File: config.mk
export PLATFORM = sky130hd
export DESIGN_NAME = branch_resolve_unit
export DESIGN_NICKNAME = d
export VERILOG_FILES = /design/src/rtl/branch_resolve_unit.sv
export SDC_FILE = /design/constraint.sdc
export NUM_CORES = 1
export LEC_CHECK = 0
export ABC_AREA = 1
export CELL_PAD_IN_SITES_DETAIL_PLACEMENT = 0
export CELL_PAD_IN_SITES_GLOBAL_PLACEMENT = 1
export CORE_ASPECT_RATIO = 2
export CORE_MARGIN = 4
export CORE_UTILIZATION = 31
export DETAILED_ROUTE_END_ITERATION = 10
export GPL_ROUTABILITY_DRIVEN = 0
export PLACE_DENSITY = 0.89
export RECOVER_POWER = 50
export SLEW_MARGIN = 20
export SYNTH_ARGS = -nofsm -noshare
export SYNTH_HDL_FRONTEND = slang
export SYNTH_SLANG_ARGS = --single-unit
export TNS_END_PERCENT = 30
File: constraint.sdc
create_clock -name clk -period 2.6 [get_ports clk]
set_input_delay 0.26 -clock clk [delete_from_list [all_inputs] [get_ports clk]]
set_output_delay 0.26 -clock clk [all_outputs]
set_load 0.005 [all_outputs]
File: src/rtl/branch_resolve_unit.sv
// Branch resolve unit: ARM condition evaluation, fetch redirect, link write
// and a fixed-length flush window after every taken branch.
//
// Parameters:
//   ADDR_W      address / PC width
//   FLUSH_DEPTH flush cycles per taken branch (legal 1..4)
//   LINK_OFFSET added to the branch PC to form the link value
//
// Ports:
//   clk, reset_n          clock, synchronous active-low reset
//   br_valid / br_ready   branch handshake at the resolve stage
//   br_is_bl              branch-with-link
//   br_cond               ARM condition field
//   br_pc, br_target      branch PC and computed target
//   flags_we, flags_in    ALU flag write {N,Z,C,V}
//   t_address, pc_target  redirect pulse and held redirect address
//   bl_we, bl_data        link write pulse and held link value
//   flush                 squash younger stages
//   nzcv                  current flag register
//
// Build option:
//   FLAG_BYPASS_EN  when defined, a branch arriving together with a flag write
//                   is evaluated against flags_in in the same cycle; when not
//                   defined, the branch is stalled one cycle and evaluated
//                   against the freshly written nzcv.

module branch_resolve_unit #(
    parameter int ADDR_W      = 32,
    parameter int FLUSH_DEPTH = 2,
    parameter int LINK_OFFSET = 4
) (
    input  logic              clk,
    input  logic              reset_n,
    input  logic              br_valid,
    output logic              br_ready,
    input  logic              br_is_bl,
    input  logic [3:0]        br_cond,
    input  logic [ADDR_W-1:0] br_pc,
    input  logic [ADDR_W-1:0] br_target,
    input  logic              flags_we,
    input  logic [3:0]        flags_in,
    output logic              t_address,
    output logic [ADDR_W-1:0] pc_target,
    output logic              bl_we,
    output logic [ADDR_W-1:0] bl_data,
    output logic              flush,
    output logic [3:0]        nzcv
);

    typedef enum logic [0:0] {
        ST_IDLE  = 1'b0,
        ST_FLUSH = 1'b1
    } state_t;

    // Counter holds the number of flush cycles still to come after the
    // current one; loaded with FLUSH_DEPTH-1 on entry to FLUSH.
    localparam int CNT_W = 2;
    localparam logic [CNT_W-1:0] CNT_LOAD = CNT_W'(FLUSH_DEPTH - 1);
    localparam logic [ADDR_W-1:0] LINK_ADD = ADDR_W'(LINK_OFFSET);

    state_t             r_state;
    logic [CNT_W-1:0]   r_cnt;
    logic [3:0]         r_nzcv;
    logic               r_t_address;
    logic [ADDR_W-1:0]  r_pc_target;
    logic               r_bl_we;
    logic [ADDR_W-1:0]  r_bl_data;
    logic               r_flush;

    logic [3:0]         w_flags_eval;
    logic               w_cond_pass;
    logic               w_accept;
    logic               w_take;
    logic [ADDR_W-1:0]  w_link;

    // ARM condition decode against {N,Z,C,V}.
    function automatic logic cond_pass(
        input logic [3:0] c,
        input logic [3:0] f
    );
        logic n;
        logic z;
        logic cf;
        logic v;
        logic res;
        n   = f[3];
        z   = f[2];
        cf  = f[1];
        v   = f[0];
        res = 1'b0;
        unique case (c)
            4'h0: res = z;
            4'h1: res = !z;
            4'h2: res = cf;
            4'h3: res = !cf;
            4'h4: res = n;
            4'h5: res = !n;
            4'h6: res = v;
            4'h7: res = !v;
            4'h8: res = cf & !z;
            4'h9: res = !cf | z;
            4'hA: res = (n == v);
            4'hB: res = (n != v);
            4'hC: res = !z & (n == v);
            4'hD: res = z | (n != v);
            4'hE: res = 1'b1;
            4'hF: res = 1'b0;
        endcase
        return res;
    endfunction

`ifdef FLAG_BYPASS_EN
    // Same-cycle flag write is forwarded into the condition check.
    assign br_ready     = (r_state == ST_IDLE);
    assign w_flags_eval = flags_we ? flags_in : r_nzcv;
`else
    // A flag write holds off the branch for one cycle so it sees the
    // updated register instead.
    assign br_ready     = (r_state == ST_IDLE) && !flags_we;
    assign w_flags_eval = r_nzcv;
`endif

    assign w_cond_pass = cond_pass(br_cond, w_flags_eval);
    assign w_accept    = br_valid && br_ready;
    assign w_take      = w_accept && w_cond_pass;
    assign w_link      = br_pc + LINK_ADD;

    always_ff @(posedge clk) begin
        if (!reset_n) begin
            r_state     <= ST_IDLE;
            r_cnt       <= '0;
            r_nzcv      <= 4'b0000;
            r_t_address <= 1'b0;
            r_pc_target <= '0;
            r_bl_we     <= 1'b0;
            r_bl_data   <= '0;
            r_flush     <= 1'b0;
        end else begin
            r_t_address <= 1'b0;
            r_bl_we     <= 1'b0;
            if (flags_we) begin
                r_nzcv <= flags_in;
            end
            unique case (r_state)
                ST_IDLE: begin
                    if (w_take) begin
                        r_state     <= ST_FLUSH;
                        r_cnt       <= CNT_LOAD;
                        r_flush     <= 1'b1;
                        r_t_address <= 1'b1;
                        r_pc_target <= br_target;
                        r_bl_we     <= br_is_bl;
                        r_bl_data   <= w_link;
                    end
                end
                ST_FLUSH: begin
                    if (r_cnt == '0) begin
                        r_state <= ST_IDLE;
                        r_flush <= 1'b0;
                    end else begin
                        r_cnt <= r_cnt - 1'b1;
                    end
                end
                default: begin
                    r_state <= ST_IDLE;
                    r_flush <= 1'b0;
                end
            endcase
        end
    end

    assign t_address = r_t_address;
    assign pc_target = r_pc_target;
    assign bl_we     = r_bl_we;
    assign bl_data   = r_bl_data;
    assign flush     = r_flush;
    assign nzcv      = r_nzcv;

endmodule

==> flow_summary.toml <==
[outcome]
status = "complete, no violations"

[routing]
drc = 0
drt_wl_total_um = 11200
wl_per_cell_um = 14.0
vias = 3611
firstDrtPassIters = 4
first_iter_violations = 122
vias_per_cell = 4.53
ant_nets = 0

[critical_path]
critPathLaunchType = "primary input"
worstPathRequired_ns = 2.85
critPathArrivalTime_ns = 2.22
worstPathMaxFanout = 36
end_kind = "register"
worst-setup-path-type = "in2reg"

[global_routing]
grt_antenna_before_repair = 0
grt_pass1_wl_um = 17700
grtUsageTotal = 0.168
grt.overflow.total = 0
grt_max_degree = 39
grt_pass1_vias = 3592

[clock_network]
cts-buffers-inserted = 9
htree_levels = 3
path_clk_slew_ns = 0.06
cts_resized = 0
clockBufferDepth = 2
cts_hold_buf = 0
cts.sinks = 74
cts_tree = "done"
clkLatencyLatePin_ns = 0.33
root_buffer = "clkbuf_16"
post_cts_buffers = 0

[synth]
syn_area_um2 = 3520
synthCells = 508
syn_nets = 587
ys_seq_area_frac = 0.421
yosysWarnings = 0
synth_cell_types = 30
avgSynthCellArea_um2 = 6.93
synth-seq-cells = 74

[timing]
tightest_slew_ns = 1.32
max_freq_mhz = 509
max-slew-margin-rel = 0.122
final.setup.tns_ns = 0
layout_min_cycle_time_ns = 1.96
rsz0062_at_grt = "no"
fin_crit_sh = 0.755
fin_hold_ws_ns = 0.465
skew_ns = 0.00865
slew_violations = 0
setup_violations = 0
hold_viol_final = 0

[floorplanning]
fp.dieH_um = 159
dieWidth_um = 83.4
die-area_um2 = 13200
initial_core_util = 0.320
num_rows = 54
core_um2 = 11000
ios = 149

[place]
place_inst = 781
port_buffers = 148
dpl.hpwl_um = 8930

[pwr]
power_density_nw_per_um2 = 580
p_leak_nw = 2.36
vdd_drop_max_mv = 0.354

[cells_and_area]
diodes = 0
nNetsFinal = 731
stdcell_count = 797
area_growth_pct = 53.6
postLayoutCoreUtil = 0.491
drive_gt1_frac = 0.0457

[hold_path]
hold_path.class = "reg2reg"

[job]
maxCapViolations = 0
-- critical path: stages --
cell	delay (ns)
clkbuf_1	0.94
clkbuf_1	0.65
o21ai_0	0.18
a21oi_1	0.17
-- layout by cell type, fill, tap and decap left out --
cell	n
nand3b_1	1
clkdlybuf4s50_1	78
clkbuf_1	2
xor2_1	19
buf_12	1
nand4_1	3
ha_1	2
clkbuf_16	9
a21oi_1	7
clkinv_1	1
nand2_4	1
inv_6	3
or2_1	1
nor3_2	2
or2_2	1
clkinvlp_4	1
nor4_1	1
o21ai_1	2
nor2_1	157
inv_4	1
nor2_2	2
dlygate4sd3_1	69
bufinv_16	2
o21ai_0	63
nand2_1	72
dfxtp_1	74
o21a_1	1
nor3_1	12
inv_1	33
nand3_1	19
o211ai_1	1
buf_4	4
clkinv_2	1
inv_2	1
xnor2_1	9
nand3_2	1
-- per-layer routing --
| layer | GRT usage | part of all wire |
|---|---|---|
| met3 | 0.0327 | 0.043 |
| met1 | 0.154 | 0.35 |
| met2 | 0.333 | 0.57 |
| met5 | 0 | 0 |
| met4 | 0.0938 | 0.041 |
-- cells in the mapped netlist --
cell / instances / area share
or2_2: 1 / 0.0018
xnor2_1: 9 / 0.022
buf_4: 1 / 0.0021
ha_1: 2 / 0.0071
o21ai_0: 63 / 0.090
o21a_1: 1 / 0.0021
nand3b_1: 1 / 0.0021
inv_1: 33 / 0.035
inv_2: 1 / 0.0011
a21oi_1: 7 / 0.0099
o21ai_1: 2 / 0.0028
nor2_1: 157 / 0.17
dfxtp_1: 74 / 0.42
nand2_1: 72 / 0.077
nand4_1: 3 / 0.0053
nand2_4: 1 / 0.0032
buf_2: 6 / 0.0085
clkbuf_1: 7 / 0.0075
nor2_2: 2 / 0.0036
or2_1: 1 / 0.0018
xor2_1: 19 / 0.047
nor3_2: 2 / 0.0057
nand3_1: 19 / 0.027
inv_4: 1 / 0.0018
nand3_2: 1 / 0.0028
buf_6: 7 / 0.022
o211ai_1: 1 / 0.0021
clkinv_1: 1 / 0.0011
nor4_1: 1 / 0.0018
nor3_1: 12 / 0.017
-- cell type report --
cell class	instances	area (um2)
sequential	74	1480
tap	140	175
inverter	36	138
clock inverter	7	98.8
clock buffer	9	225
multi-input combinational	377	1760
fill	1095	5610
timing repair buffer	154	1530
-- cell families after synthesis --
logic type	count (synthesis)	share of synthesized area
xor+xnor	28	0.0697
compound gates	74	0.107
simple gates	273	0.316
fa+ha+maj	2	0.00711
buf+inv	57	0.0796
flops	74	0.421
-- state kept, by name (all words and copies together) (netlist names) --
| register | count |
|---|---|
| bl_data | 32 |
| pc_target | 32 |
| nzcv | 4 |
| r_cnt | 2 |
| bl_we | 1 |
| flush | 1 |
| r_state | 1 |
| t_address | 1 |
-- power breakdown --
group / internal [W] / total, W / switching (W)
Combinational: 0.000293 / 0.000546 / 0.000253
Sequential: 0.00121 / 0.00125 / 0.0000386
Clock: 0.000848 / 0.00134 / 0.000494
-- final timing paths --
| path | endpoint | depth (start not counted) | slack, ns | from |
|---|---|---|---|---|
| min reg2reg | bl_data[26]$_SDFFE_PN0P_ | 2 | 0.46 | bl_data[26]$_SDFFE_PN0P_ |
| max | nzcv[3]$_SDFFE_PN0P_ | 4 | 0.64 | reset_n |
| max reg2reg | r_cnt[0]$_SDFFE_PN0P_ | 14 | 0.79 | nzcv[0]$_SDFFE_PN0P_ |
| min | bl_data[26]$_SDFFE_PN0P_ | 2 | 0.46 | bl_data[26]$_SDFFE_PN0P_ |
-- stage by stage --
stage | total power (W) | instance area (um2) | worst slack [ns]
finish | 0.00314 | 5410 | 0.636
global placement | 0.00185 | 5090 | 0.373
CTS | 0.00322 | 5410 | 0.679
floorplan | 0.00152 | 3520 | 1.11
detailed placement | 0.00186 | 5090 | 0.346
global route | 0.00329 | 5410 | 0.396
Note: power is estimated with default switching activity, not from simulation.
